--- src/rtl/dual_rail_pkg.sv ---
// -----------------------------------------------------------------------------
// dual_rail_pkg
// Shared types and helpers for the dual-rail phase sequencer:
//   state_t      - sequencer FSM states
//   dr_status_t  - status of one dual-rail pair (null / valid / invalid)
//   dr_pair_t    - one dual-rail pair {t, f}
//   token_t      - the four pairs driven to the controller (PH0, PH1, Rd, Ld)
//   dr_encode()  - encode one bit as a valid dual-rail pair
//   dr_status()  - classify a pair from its two rails
//   make_token() - build a full codeword from phase and command bits
// -----------------------------------------------------------------------------
package dual_rail_pkg;

  typedef enum logic [1:0] {
    ST_IDLE   = 2'd0,
    ST_DATA   = 2'd1,
    ST_SPACER = 2'd2,
    ST_ERROR  = 2'd3
  } state_t;

  typedef enum logic [1:0] {
    DR_NULL    = 2'd0,
    DR_VALID   = 2'd1,
    DR_INVALID = 2'd2
  } dr_status_t;

  typedef struct packed {
    logic t;
    logic f;
  } dr_pair_t;

  typedef struct packed {
    dr_pair_t ph0;
    dr_pair_t ph1;
    dr_pair_t rd;
    dr_pair_t ld;
  } token_t;

  // All rails low: the return-to-zero spacer between codewords.
  localparam token_t TOKEN_SPACER = '0;

  function automatic dr_pair_t dr_encode(input logic b);
    dr_pair_t p;
    p.t = b;
    p.f = ~b;
    return p;
  endfunction

  function automatic dr_status_t dr_status(input logic t, input logic f);
    case ({t, f})
      2'b00:   return DR_NULL;
      2'b11:   return DR_INVALID;
      default: return DR_VALID;
    endcase
  endfunction

  function automatic token_t make_token(input logic [1:0] phase,
                                        input logic       rd,
                                        input logic       ld);
    token_t tok;
    tok.ph0 = dr_encode(phase[0]);
    tok.ph1 = dr_encode(phase[1]);
    tok.rd  = dr_encode(rd);
    tok.ld  = dr_encode(ld);
    return tok;
  endfunction

endpackage

--- src/rtl/dr_sync2.sv ---
// -----------------------------------------------------------------------------
// dr_sync2
// Two-flop synchronizer for asynchronous dual-rail acknowledge rails.
// Ports:
//   clk - sampling clock
//   rst - asynchronous active-high reset, clears both stages to 0
//   d   - asynchronous input bits (WIDTH)
//   q   - synchronized output bits (WIDTH), two cycles behind d
// -----------------------------------------------------------------------------
module dr_sync2 #(
  parameter int WIDTH = 1
) (
  input  logic             clk,
  input  logic             rst,
  input  logic [WIDTH-1:0] d,
  output logic [WIDTH-1:0] q
);

  logic [WIDTH-1:0] meta;

  // NOTE: non-blocking assignments make meta and q update together at the
  // edge, so q really is one stage behind meta rather than a copy of d.
  always_ff @(posedge clk or posedge rst) begin
    if (rst) begin
      meta <= '0;
      q    <= '0;
    end else begin
      meta <= d;
      q    <= meta;
    end
  end

endmodule

--- src/rtl/dual_rail_phase_seq.sv ---
// -----------------------------------------------------------------------------
// dual_rail_phase_seq
// Clocked source of dual-rail phase/command tokens for the asynchronous CPU
// controller stage. Runs a four-phase return-to-zero handshake: codeword out,
// wait for R_m (and R_c when USE_RC=1) valid, spacer out, wait for null,
// advance the 2-bit phase.
// Parameters:
//   TIMEOUT - max cycles waiting in DATA or SPACER before ERROR (>= 2)
//   USE_RC  - 1: completion also needs the R_c pair; 0: R_m pair only
// Ports:
//   clk, rst                   - clock, asynchronous active-high reset
//   run                        - keep issuing tokens while high
//   rd_req, ld_req             - command bits latched into the next token
//   R_c_t/f, R_m_t/f           - asynchronous dual-rail acks from controller
//   PH0_t/f, PH1_t/f, Rd_t/f, Ld_t/f - registered dual-rail token
//   phase                      - current phase count {PH1,PH0}
//   busy                       - high in DATA or SPACER
//   err                        - sticky error flag, cleared only by rst
// Build option: define PHASE_SEQ_TIMEOUT_EN to enable the wait timeout;
// without it the sequencer waits indefinitely and TIMEOUT is unused.
// -----------------------------------------------------------------------------
module dual_rail_phase_seq
  import dual_rail_pkg::*;
#(
  parameter int TIMEOUT = 64,
  parameter int USE_RC  = 0
) (
  input  logic       clk,
  input  logic       rst,
  input  logic       run,
  input  logic       rd_req,
  input  logic       ld_req,
  input  logic       R_c_t,
  input  logic       R_c_f,
  input  logic       R_m_t,
  input  logic       R_m_f,
  output logic       PH0_t,
  output logic       PH0_f,
  output logic       PH1_t,
  output logic       PH1_f,
  output logic       Rd_t,
  output logic       Rd_f,
  output logic       Ld_t,
  output logic       Ld_f,
  output logic [1:0] phase,
  output logic       busy,
  output logic       err
);

  if (TIMEOUT < 2) begin : g_bad_timeout
    $error("dual_rail_phase_seq: TIMEOUT must be at least 2");
  end

  state_t     state;
  token_t     token;
  logic [3:0] ack_sync;
  dr_status_t m_status;
  dr_status_t c_status;
  logic       rc_used;
  logic       ack_valid;
  logic       ack_null;
  logic       ack_bad;
  logic       waiting;
  logic       wait_met;
  logic       wait_expired;
  logic       fault;

  dr_sync2 #(.WIDTH(4)) u_ack_sync (
    .clk (clk),
    .rst (rst),
    .d   ({R_c_t, R_c_f, R_m_t, R_m_f}),
    .q   (ack_sync)
  );

  // Completion detection works only on synchronized rails.
  assign m_status  = dr_status(ack_sync[1], ack_sync[0]);
  assign c_status  = dr_status(ack_sync[3], ack_sync[2]);
  assign rc_used   = (USE_RC != 0);
  assign ack_valid = (m_status == DR_VALID) && (!rc_used || c_status == DR_VALID);
  assign ack_null  = (m_status == DR_NULL)  && (!rc_used || c_status == DR_NULL);
  assign ack_bad   = (m_status == DR_INVALID) || (rc_used && c_status == DR_INVALID);

  // DATA waits for all monitored pairs valid, SPACER for all null.
  assign waiting  = (state == ST_DATA) || (state == ST_SPACER);
  assign wait_met = (state == ST_DATA) ? ack_valid : ack_null;

`ifdef PHASE_SEQ_TIMEOUT_EN
  localparam int CNT_W = $clog2(TIMEOUT + 1);

  logic [CNT_W-1:0] wait_cnt;

  // Every DATA/SPACER entry happens on an edge where the previous wait was
  // met (or from IDLE), so clearing whenever not waiting-unmet restarts the
  // count at each entry.
  always_ff @(posedge clk or posedge rst) begin
    if (rst) begin
      wait_cnt <= '0;
    end else if (waiting && !wait_met) begin
      wait_cnt <= wait_cnt + CNT_W'(1);
    end else begin
      wait_cnt <= '0;
    end
  end

  assign wait_expired = (wait_cnt == CNT_W'(TIMEOUT - 1));
`else
  assign wait_expired = 1'b0;
`endif

  assign fault = waiting && (ack_bad || (!wait_met && wait_expired));

  always_ff @(posedge clk or posedge rst) begin
    if (rst) begin
      state <= ST_IDLE;
      token <= TOKEN_SPACER;
      phase <= 2'd0;
      busy  <= 1'b0;
      err   <= 1'b0;
    end else if (fault) begin
      state <= ST_ERROR;
      token <= TOKEN_SPACER;
      busy  <= 1'b0;
      err   <= 1'b1;
    end else begin
      case (state)
        ST_IDLE: begin
          if (run && ack_null) begin
            state <= ST_DATA;
            token <= make_token(phase, rd_req, ld_req);
            busy  <= 1'b1;
          end
        end
        ST_DATA: begin
          if (ack_valid) begin
            state <= ST_SPACER;
            token <= TOKEN_SPACER;
          end
        end
        ST_SPACER: begin
          if (ack_null) begin
            phase <= phase + 2'd1;
            if (run) begin
              state <= ST_DATA;
              token <= make_token(phase + 2'd1, rd_req, ld_req);
            end else begin
              state <= ST_IDLE;
              busy  <= 1'b0;
            end
          end
        end
        default: ; // ST_ERROR: hold spacer and err until reset
      endcase
    end
  end

  assign PH0_t = token.ph0.t;
  assign PH0_f = token.ph0.f;
  assign PH1_t = token.ph1.t;
  assign PH1_f = token.ph1.f;
  assign Rd_t  = token.rd.t;
  assign Rd_f  = token.rd.f;
  assign Ld_t  = token.ld.t;
  assign Ld_f  = token.ld.f;

endmodule
--- config.mk ---
export PLATFORM = sky130hd
export DESIGN_NAME = dual_rail_phase_seq
export DESIGN_NICKNAME = d
export VERILOG_FILES = /design/src/rtl/dual_rail_pkg.sv /design/src/rtl/dr_sync2.sv /design/src/rtl/dual_rail_phase_seq.sv
export SDC_FILE = /design/constraint.sdc
export NUM_CORES = 1
export LEC_CHECK = 0
export ABC_AREA = 1
export CORE_MARGIN = 2
export CORE_UTILIZATION = 40
export DETAILED_ROUTE_END_ITERATION = 10
export MAX_ROUTING_LAYER = met4
export PLACE_DENSITY_LB_ADDON = 0.3
export SKIP_CTS_REPAIR_TIMING = 1
export SKIP_LAST_GASP = 1
export SLEW_MARGIN = 20
export SYNTH_ARGS = -nofsm -noshare
export SYNTH_HDL_FRONTEND = slang
export SYNTH_SLANG_ARGS = --single-unit
export TNS_END_PERCENT = 10
--- constraint.sdc ---
create_clock -name clk -period 1.7 [get_ports clk]
set_clock_uncertainty 0.05 [all_clocks]
set_input_delay 0.34 -clock clk [delete_from_list [all_inputs] [get_ports clk]]
set_output_delay 0.34 -clock clk [all_outputs]
set_load 0.02 [all_outputs]
---- Word-level counts from Yosys, hierarchy flattened ----
Index checks and enable logic that the tools add are counted.
word-level totals
  RAM bits ................................ 0
  ROM bits ................................ 0
  output and inout bits ................... 12
  flip-flop bits (word level) ............. 18
  memories ................................ 0
  bits in latches ......................... 0
  logic and storage cells ................. 62
  input bits .............................. 9
cells by class
  mux-type cells .......................... 18
  $mul .................................... 0
  add/subtract/negate cells ............... 1
  eq/ne operators ......................... 10
  bitwise gates (word level) .............. 7
  reductions and logical operators ........ 12
  shifts and indexed selects .............. 0
  magnitude comparators ................... 0
  divide/modulo/power cells ............... 0
operators with widths
  cell                 number
  $mux 8               5
  $pmux 8 s3           1
  $ne 3x3->1 const B   5
  $mux 2               4
  $reduce_and 4->1     2
  $not 1->1            7
  $eq 2x2->1 const B   3
  $logic_not 2->1      3
  $pmux 2 s3           1
  $mux 1               5
  $reduce_and 5->1     1
  $eq 2x1->1 const B   2
  $pmux 2 s2           1
  $reduce_bool 4->1    1
  $reduce_and 3->1     1
  $reduce_bool 3->1    1
  $add 2x1->2 const B  1
  $logic_and 1x1->1    2
  $pmux 1 s2           1
  $logic_or 1x1->1     1

---- Longest topological paths before layout ----
Gate-level depths: netlist of the first run.
  depth in word-level cells ............... 7
  depth in mapped cells ................... 10
  gate-level depth less buffers ........... 10

---- Modules after synthesis ----
Synthesis of the first run repeated with hierarchy kept, for this count alone.
unflattened totals
  cells, all modules ...................... 119
  area total of the unflattened synthesis .. 1071.0 µm²
modules (own cells, without submodules)
  module               times used  cells each  area an instance (µm²)  seq. area each (µm²)
  dual_rail_phase_seq  1           110         867.1                   350.3
  dr_sync2             1           9           203.9                   200.2

---- Least setup slack after synthesis of the first run ----
OpenSTA, ideal clock, no wires.
  kind .................................... register to register
  start point ............................. register state[0]
  end point ............................... register token, in the netlist Ld_f
  required time ........................... 1.533 ns
  stages on the path, launching flop included .. 10
  setup time .............................. 0.117 ns
  arrival ................................. 1.382 ns
  path buffers ............................ 0
  path slack .............................. 0.151 ns
  period minus slack after synthesis ...... 1.549 ns
  cell sequence ........................... dfrtp_1 > inv_1 > ha_1 > inv_2 > nand3_2 > nand2_2 > a21oi_4 > nand3_4 > nand2_1 > nand2_1
between the ends
  longest elaborated chain between the ends .. 5
  elaborated cells on any way between the ends .. 13
  classes of those cells .................. eq/ne: 6; mux: 2; reduce/logical: 5
RTL lines
  element                                                    RTL line                                               text
  start: declaration                                         dual_rail_phase_seq.sv:54                              state_t state;
  start signal: assignment                                   dual_rail_phase_seq.sv:114                             state <= ST_IDLE;
  start signal: assignment                                   dual_rail_phase_seq.sv:120                             state <= ST_ERROR;
  start signal: assignment                                   dual_rail_phase_seq.sv:128                             state <= ST_DATA;
  $eq 2x1->1 or $eq 2x2->1 (tied branches)                   dual_rail_phase_seq.sv:84, dual_rail_phase_seq.sv:125
  $logic_or 1x1->1                                           dual_rail_phase_seq.sv:84                              assign waiting = (state == ST_DATA) || (state == ST_SPACER);
  $logic_and 1x1->1                                          dual_rail_phase_seq.sv:110                             assign fault = waiting && (ack_bad || (!wait_met && wait_expired));
  $ne 3x3->1 (no line) or $reduce_bool 4->1 (tied branches)  --
  $reduce_and 5->1 (no line)                                 --
  end signal: assignment                                     dual_rail_phase_seq.sv:129                             token <= make_token(phase, rd_req, ld_req);
  end signal: assignment                                     dual_rail_phase_seq.sv:144                             token <= make_token(phase + 2'd1, rd_req, ld_req);
  end: declaration                                           dual_rail_phase_seq.sv:55                              token_t token;
Several ways; a longest one is shown, not always the timed one.
A chain may end at the register's enable or synchronous reset.

---- Worst setup path after layout of the first run ----
  start point ............................. register phase[1]
  end point ............................... output port phase[1]
RTL lines
  element                   RTL line                    text
  start: declaration        dual_rail_phase_seq.sv:45   output logic [1:0] phase,
  start signal: assignment  dual_rail_phase_seq.sv:141  phase <= phase + 2'd1;
No word-level cell between the ends.

==> results of run 1 <==
-- sequential cells by signal, indices dropped and copies added (netlist names), 2 cells and up --
name	count
phase	2
u_ack_sync.meta	2
state	2
u_ack_sync.q	2
-- cell usage after synthesis (all sizes together) --
master  count
nand2      41
dfrtp      18
inv        15
nor2       13
nand3      12
ha          5
o21ai       5
a21oi       4
o211ai      1
o21bai      1
o31ai       1
or2         1
xor2        1
-- cell type report --
cell class              count  share of cell area [%]
inverters                  15                    4.48
repair buffers             22                    16.9
multi-input cells          85                    38.1
flip-flops and latches     18                    35.9
well taps                  28                    2.79
clock buffers               3                    1.79
-- stage by stage --
stage	area (um2)	setup WS [ns]	power [uW]	TNS, ns	hold WS, ns
after global placement	1230	0.104	2250	0	0.283
after global routing	1260	-0.0721	2760	-0.554	0.313
after floorplan	986	0.151	1800	0	0.229
after detailed placement	1230	0.0798	2300	0	0.287
after CTS	1250	-0.0447	2510	-0.0461	0.305
final	1260	0.0000361	2490	0	0.292
-- where the power goes --
part | switching, uW | internal (uW) | leakage (uW) | total [uW]
combinational | 953 | 663 | 0.000422 | 1620
sequential | 89.1 | 580 | 0.000218 | 670
clock | 125 | 82.6 | 0.0000138 | 207
total | 1170 | 1330 | 0.000654 | 2490
-- layer usage --
metal | GRT usage (%) | share of wire [%]
met5 | - | 0
met4 | 7.69 | 2.0
met3 | 3.33 | 3.5
met2 | 24.3 | 48
met1 | 21.0 | 46
-- worst paths after layout --
check	from	to	slack (ns)	depth (start not counted)
min	rst	u_ack_sync.meta[1]	0.29	3
min reg2reg	u_ack_sync.meta[0]	u_ack_sync.q[0]	0.31	0
min in group clk	u_ack_sync.meta[0]	u_ack_sync.q[0]	0.31	0
max reg2reg	state[0]	PH1_f	0.08	8
max in group asynchronous	rst	Rd_t	1.12	3
max	phase[1]	phase[1]	0.00004	1
-- worst min-delay path, cell delays in order --
cell,delay (ns)
clkdlybuf4s50_1,0.39
inv_1,0.05
buf_4,0.24
-- cells by family after synthesis --
| logic type | count (synthesis) |
|---|---|
| fa+ha+maj | 5 |
| simple gates | 67 |
| flops | 18 |
| xor+xnor | 1 |
| compound gates | 12 |
| buf+inv | 15 |
==> out/summary.txt, run 1 <==
outcome = complete, no violations
Clock Tree Buf Depth = 2
root buf cell = clkbuf_4
Core Area = 2280 um2
crit path max fanout = 4
chip width = 53.6 um
simple-gate share of the synthesized area = 33.0%
die area = 2880 um2
CP startpoint kind = flop
RSZ-0062 raised after global routing = true
CP peak stage delay = 0.63 ns
CP Cell Sequence = clkdlybuf4s50_1
clock sink count = 18
Leak Pwr = 0.000654 uW
critical path's top delay family = buffers and inverters
CTS tree = done
share of cells above drive strength 1 = 16.8%
Via density = 4.68
clock transition at the registers of the reported paths = 0.09 ns
clk_lat worst skew = 0.29 ns
sequential element share of the synthesized area = 45.7%
total gr overflow = 0
fin. max-slew vios = 0
# IOs = 21
Synth Register Bits = 18
Worst EP arrival = 1.31 ns
adder-cell share of the synthesized area = 6.35%
total clock buffers created by CTS = 3
post-route ant nets = 0
Crit. End Element = output port
First DRT Iteration DRCs = 17
DR vias = 801
largest family of logic cells by synthesized area = simple AND/OR/NAND/NOR gates
mux cell area share after synthesis = 0%
H-tree depth = 1
Inst Count DP = 168
leading post-synthesis cells by cell area = dfrtp_1, nand2_1, ha_1
YS warnings = 0
Residual DRC = 0
Port Buffers = 18
fin util = 55.2%
Sequential Area = 450 um2
Mean Syn Cell Area = 8.36 um2
Area growth syn-to-layout = 27.4%
Synth area leader = dfrtp_1
Slew @ Worst Pin = 0.312 ns
largest net degree at the start of global routing = 19
initial antenna violation count = 0
share of the synthesized area in the top cell type = 45.7%
Hold Crit Class = input pin to async pin
Final setup viols = 0
Die Y = 53.6 um
Synth Area in XOR/XNOR = 0.888%
vias in the first global route = 768
starting density of the core = 43.3%
Worst EP required = 1.31 ns
Site Rows = 17
crit path time final = 1.70 ns
Non-Filler Instances = 171
commonest non-fill, non-tap cell in the layout = nand2_1
worst vdd ir = 0.914 mV
period utilisation layout = 100%
nets = 159
Fillers = 211
most frequent cells in the layout = nand2_1, dfrtp_1, clkdlybuf4s50_1
PwrDens = 1980 nW/um2
Slowest-stage cell, CP = clkdlybuf4s50_1
DR pass1 iterations = 4
Slew headroom = 79.2%
multi-input logic area = 479 um2
RePlAce Congestion = 0.819
Total GRT Usage = 16.2%
Synth Instances = 118
drt total wl = 1810 um
net count after synthesis = 132
Fin. Hold Viols = 0
area of the mapped netlist = 986 um2
crit path kind = flop to output port
Routed WL per cell = 10.6 um
n_diodes = 0
first-pass GRT wire length = 3230 um
DP HPWL = 1440 um
count of unique library cells instantiated by Yosys = 22
WP buf/inv = 1
Compound-Gate Fraction of Synth Area = 8.38%
Max Fclk = 588 MHz
max_cap viols = 0
Note: power is estimated with default switching activity, not from simulation.
==> run 2, diff against run 1 <==
CAP_MARGIN = 5   (was default)
SKIP_LAST_GASP = default   (was 1)
==> out/summary.txt, run 2 (synthesis results as in run 1) <==
# IOs = 21 (unchanged)
worst vdd ir = 0.919 mV (+0.54%)
max_cap viols = 0 (unchanged)
clk_lat worst skew = 0.30 ns (about the same)
clock transition at the registers of the reported paths = 0.09 ns (about the same)
Fillers = 202 (-4.3%)
PwrDens = 1970 nW/um2 (-0.95%)
Pint = 1350 uW (+1.8%)
Clock Tree Buf Depth = 2 (unchanged)
nets = 159 (unchanged)
share of cells above drive strength 1 = 18.2% (+1.4 points)
total clock buffers created by CTS = 3 (unchanged)
most frequent cells in the layout = nand2_1, dfrtp_1, inv_1, clkdlybuf4s50_1, nor2_1
Slew headroom = 80.1% (+0.90 points)
WP buf/inv = 1 (unchanged)
Sw Share = 46.5% (-0.31 points)
Port Buffers = 18 (unchanged)
Hold Crit Class = input pin to async pin
CP Cell Sequence = clkdlybuf4s50_1
CTS tree = done
Worst EP required = 1.31 ns (about the same)
Worst EP arrival = 1.26 ns (-0.05 ns)
Inst Count DP = 168 (unchanged)
starting density of the core = 43.3% (unchanged)
Residual DRC = 0 (unchanged)
n_diodes = 0 (unchanged)
vias in the first global route = 768 (unchanged)
crit path time final = 1.65 ns (-0.0544 ns)
die area = 2880 um2 (unchanged)
Max Fclk = 608 MHz (+3.3%)
Slew @ Worst Pin = 0.299 ns (-0.0136 ns)
sw power = 1170 uW (+0.54%)
CP startpoint kind = flop
clock sink count = 18 (unchanged)
First DRT Iteration DRCs = 10 (-7)
Routed WL per cell = 10.6 um (+0.11%)
Leak Pwr = 0.000714 uW (+9.2%)
crit path kind = flop to output port
root buf cell = clkbuf_4
Site Rows = 17 (unchanged)
DP HPWL = 1440 um (unchanged)
Area growth syn-to-layout = 30.2%
crit path max fanout = 2 (-2)
RePlAce Congestion = 0.819 (unchanged)
Final setup viols = 0 (unchanged)
drt total wl = 1810 um (+0.11%)
H-tree depth = 1 (unchanged)
Slowest-stage cell, CP = clkdlybuf4s50_1
Fin. Hold Viols = 0 (unchanged)
Non-Filler Instances = 171 (unchanged)
Core Area = 2280 um2 (unchanged)
DR pass1 iterations = 4 (unchanged)
post-route ant nets = 0 (unchanged)
first-pass GRT wire length = 3230 um (unchanged)
fin. max-slew vios = 0 (unchanged)
CP peak stage delay = 0.61 ns (-0.02 ns)
chip width = 53.6 um (unchanged)
Crit. End Element = output port
worst hold slack = 0.290 ns (-0.00245 ns)
DR vias = 805 (+0.50%)
Via density = 4.71 (+0.50%)
total gr overflow = 0 (unchanged)
register share of total power = 26.4% (-0.5 points)
initial antenna violation count = 0 (unchanged)
critical path's top delay family = buffers and inverters
Logic pwr share = 65.3% (+0.5 points)
RSZ-0062 raised after global routing = true
largest net degree at the start of global routing = 19 (unchanged)
commonest non-fill, non-tap cell in the layout = nand2_1
Die Y = 53.6 um (unchanged)
Total GRT Usage = 16.2% (unchanged)
Clock power frac = 8.2% (about the same)
period utilisation layout = 96.8% (-3.2 points)
outcome = complete, no violations
## run 2: cell count changes in the layout (fill, tap and decap cells not counted), sizes merged
cell / previous run / this run
dlymetal6s2s: 1 / 6
clkdlybuf4s50: 17 / 12
## run 2: worst paths after layout
path	depth (start not counted)	from	slack [ns]	to
worst max-delay path	1	PH1_t	0.05	PH1_t
worst min-delay path	3	rst	0.29	u_ack_sync.meta[1]
worst max register to register	9	state[0]	0.13	PH1_f
worst min register to register	0	u_ack_sync.meta[1]	0.31	u_ack_sync.q[1]
max in group asynchronous	3	rst	1.12	Rd_t
min in group clk	0	u_ack_sync.meta[1]	0.31	u_ack_sync.q[1]
## run 2: metal layers
metal	part of all wire, %	up-vias	track usage, %
li1	-	419	-
met1	44	362	21.0
met2	48	19	24.3
met3	5.4	5	3.33
met4	2.0	0	7.69
met5	0	-	-
## run 2: stage by stage
stage / setup slack, ns / total power (uW) / utilization (%) / area (um2) / TNS (ns)
floorplan: 0.151 / 1800 / - / 986 / 0
global placement: 0.104 / 2250 / 54.1 / 1230 / 0
detailed placement: 0.0798 / 2300 / 54.1 / 1230 / 0
CTS: -0.0447 / 2510 / 55.1 / 1250 / -0.0461
global route: -0.00208 / 2800 / 56.4 / 1280 / -0.00349
finish: 0.0544 / 2520 / 56.4 / 1280 / 0
## run 2: power by group through the flow
stage          combinational, uW  sequential [uW]  clock [uW]
3_3_place_gp                1580              671           0
3_5_place_dp                1620              679           0
5_1_grt                     1870              686         240
2_1_floorplan                980              819           0
6_report                    1650              667         208
4_1_cts                     1630              671         209
## run 2: final cells by class
class | instances | area (um2) | share of cell area [%]
inverters | 15 | 56.3 | 4.39
well taps | 28 | 35.0 | 2.73
flip-flops and latches | 18 | 450 | 35.1
repair buffers | 22 | 225 | 17.5
clock buffers | 3 | 22.5 | 1.75
multi-input cells | 85 | 494 | 38.5
==> run 3, diff against run 2 <==
clock period = 1.95 ns   (was 1.7 ns; I/O delays follow)
==> out/summary.txt, run 3 (synthesis results as in run 1) <==
RePlAce Congestion = 0.811 (-1.0%)
initial antenna violation count = 0 (unchanged)
Worst EP required = 1.51 ns (+0.20 ns)
post-route ant nets = 0 (unchanged)
worst reg2reg setup slack = 0.21 ns (+0.08 ns)
DR pass1 iterations = 4 (unchanged)
hold path depth = 0
Fillers = 213 (+5.4%)
CP startpoint kind = flop
Setup Total Neg Slack = 0 ns (unchanged)
crit path kind = flop to output port
RR Startpoint = state[1]
clk_lat worst skew = 0.29 ns (about the same)
Crit. End Element = output port
first-pass GRT wire length = 3180 um (-1.5%)
worst vdd ir = 0.946 mV (+2.9%)
share of cells above drive strength 1 = 15.0% (-3.2 points)
Die Y = 53.6 um (unchanged)
DR vias = 784 (-2.6%)
crit path time final = 1.80 ns
clock transition at the registers of the reported paths = 0.09 ns (about the same)
Hold Crit Class = flop to flop
total clock buffers created by CTS = 3 (unchanged)
Total GRT Usage = 15.7% (-0.48 points)
Site Rows = 17 (unchanged)
outcome = complete, no violations
largest net degree at the start of global routing = 19 (unchanged)
WP buf/inv = 1 (unchanged)
die area = 2880 um2 (unchanged)
Pwr Total = 2100 uW (-17%)
Hold Path Origin = u_ack_sync.meta[1]
root buf cell = clkbuf_4
most frequent cells in the layout = nand2_1, dfrtp_1, clkdlybuf4s50_1
Reg2Reg Capture Point = PH1_t
Slew headroom = 80.6% (+0.54 points)
Leak Pwr = 0.000629 uW (-12%)
Fin. Hold Viols = 0 (unchanged)
PwrDens = 1710 nW/um2 (-13%)
commonest non-fill, non-tap cell in the layout = nand2_1
Residual DRC = 0 (unchanged)
crit path max fanout = 5 (+3)
H-tree depth = 1 (unchanged)
Slew @ Worst Pin = 0.291 ns (-0.00806 ns)
max_cap viols = 0 (unchanged)
Non-Filler Instances = 168 (-1.8%)
critical path's top delay family = buffers and inverters
clock sink count = 18 (unchanged)
final instance area = 1230 um2 (-4.1%)
Routed WL per cell = 10.2 um (-3.6%)
Worst EP arrival = 1.36 ns (+0.10 ns)
chip width = 53.6 um (unchanged)
total gr overflow = 0 (unchanged)
Inst Count DP = 165 (-1.8%)
period utilisation layout = 92.1%
DP Area = 1210 um2 (-1.8%)
n_diodes = 0 (unchanged)
Worst R2R Path Depth = 9 (unchanged)
Sequential Area = 450 um2 (unchanged)
Final setup viols = 0 (unchanged)
worst hold slack = 0.306 ns (+0.0166 ns)
# IOs = 21 (unchanged)
CP Cell Sequence = clkdlybuf4s50_1
CP peak stage delay = 0.64 ns (+0.03 ns)
Hold Path End = u_ack_sync.q[1]
First DRT Iteration DRCs = 10 (unchanged)
Clock Tree Buf Depth = 2 (unchanged)
drt total wl = 1710 um (-5.3%)
Port Buffers = 18 (unchanged)
Via density = 4.67 (-0.87%)
CTS tree = done
nets = 156 (-1.9%)
Area growth syn-to-layout = 24.9%
multi-input logic area = 479 um2 (-3.0%)
DP HPWL = 1340 um (-7.1%)
Max Fclk = 557 MHz
fin. max-slew vios = 0 (unchanged)
starting density of the core = 43.3% (unchanged)
RSZ-0062 raised after global routing = false
vias in the first global route = 764 (-0.52%)
Slowest-stage cell, CP = clkdlybuf4s50_1
Core Area = 2280 um2 (unchanged)
run 3: changes by cell type in the layout (fill, tap and decap cells not counted):
cell / delta
clkdlybuf4s50_1: +6
ha_4: -1
ha_2: -1
buf_4: -3
ha_1: +2
dlymetal6s2s_1: -6
run 3: layer usage:
layer | global-route usage, % | wire length, um | part of all wire, % | vias to the layer above
met5 | - | 0 | 0 | -
met4 | 6.41 | 25 | 1.5 | 0
met3 | 2.50 | 80 | 4.7 | 4
met2 | 23.9 | 819 | 48 | 20
met1 | 21.0 | 787 | 46 | 347
li1 | - | - | - | 413
run 3: how the worst max path moves through the flow:
stage	start	endpoint	slack [ns]	depth (start not counted)
finish	phase[0]	phase[0]	0.15	1
global route	state[1]	Ld_f	0.02	9
CTS	phase[0]	phase[0]	0.14	1
detailed placement	state[1]	PH1_t	0.22	9
global placement	state[0]	PH1_f	0.26	9
floorplan	state[0]	Ld_f	0.40	9
run 3: layout make-up:
| type | count | area share [%] |
|---|---|---|
| tap | 28 | 2.85 |
| multi-input combinational | 85 | 38.9 |
| sequential | 18 | 36.6 |
| inverter | 15 | 4.57 |
| timing repair buffer | 19 | 15.2 |
| clock buffer | 3 | 1.83 |
run 3: metrics by stage:
| stage | setup slack (ns) | util (%) |
|---|---|---|
| floorplan | 0.401 | - |
| global placement | 0.258 | 53.1 |
| detailed placement | 0.218 | 53.1 |
| CTS | 0.144 | 54.1 |
| global route | 0.0237 | 54.1 |
| finish | 0.155 | 54.1 |
run 3: where the power goes:
part	leakage [uW]	switching, uW	internal [uW]	total [uW]
combinational	0.000397	793	532	1330
sequential	0.000218	91.8	506	598
clock	0.0000138	106	71.8	178
total	0.000629	991	1110	2100
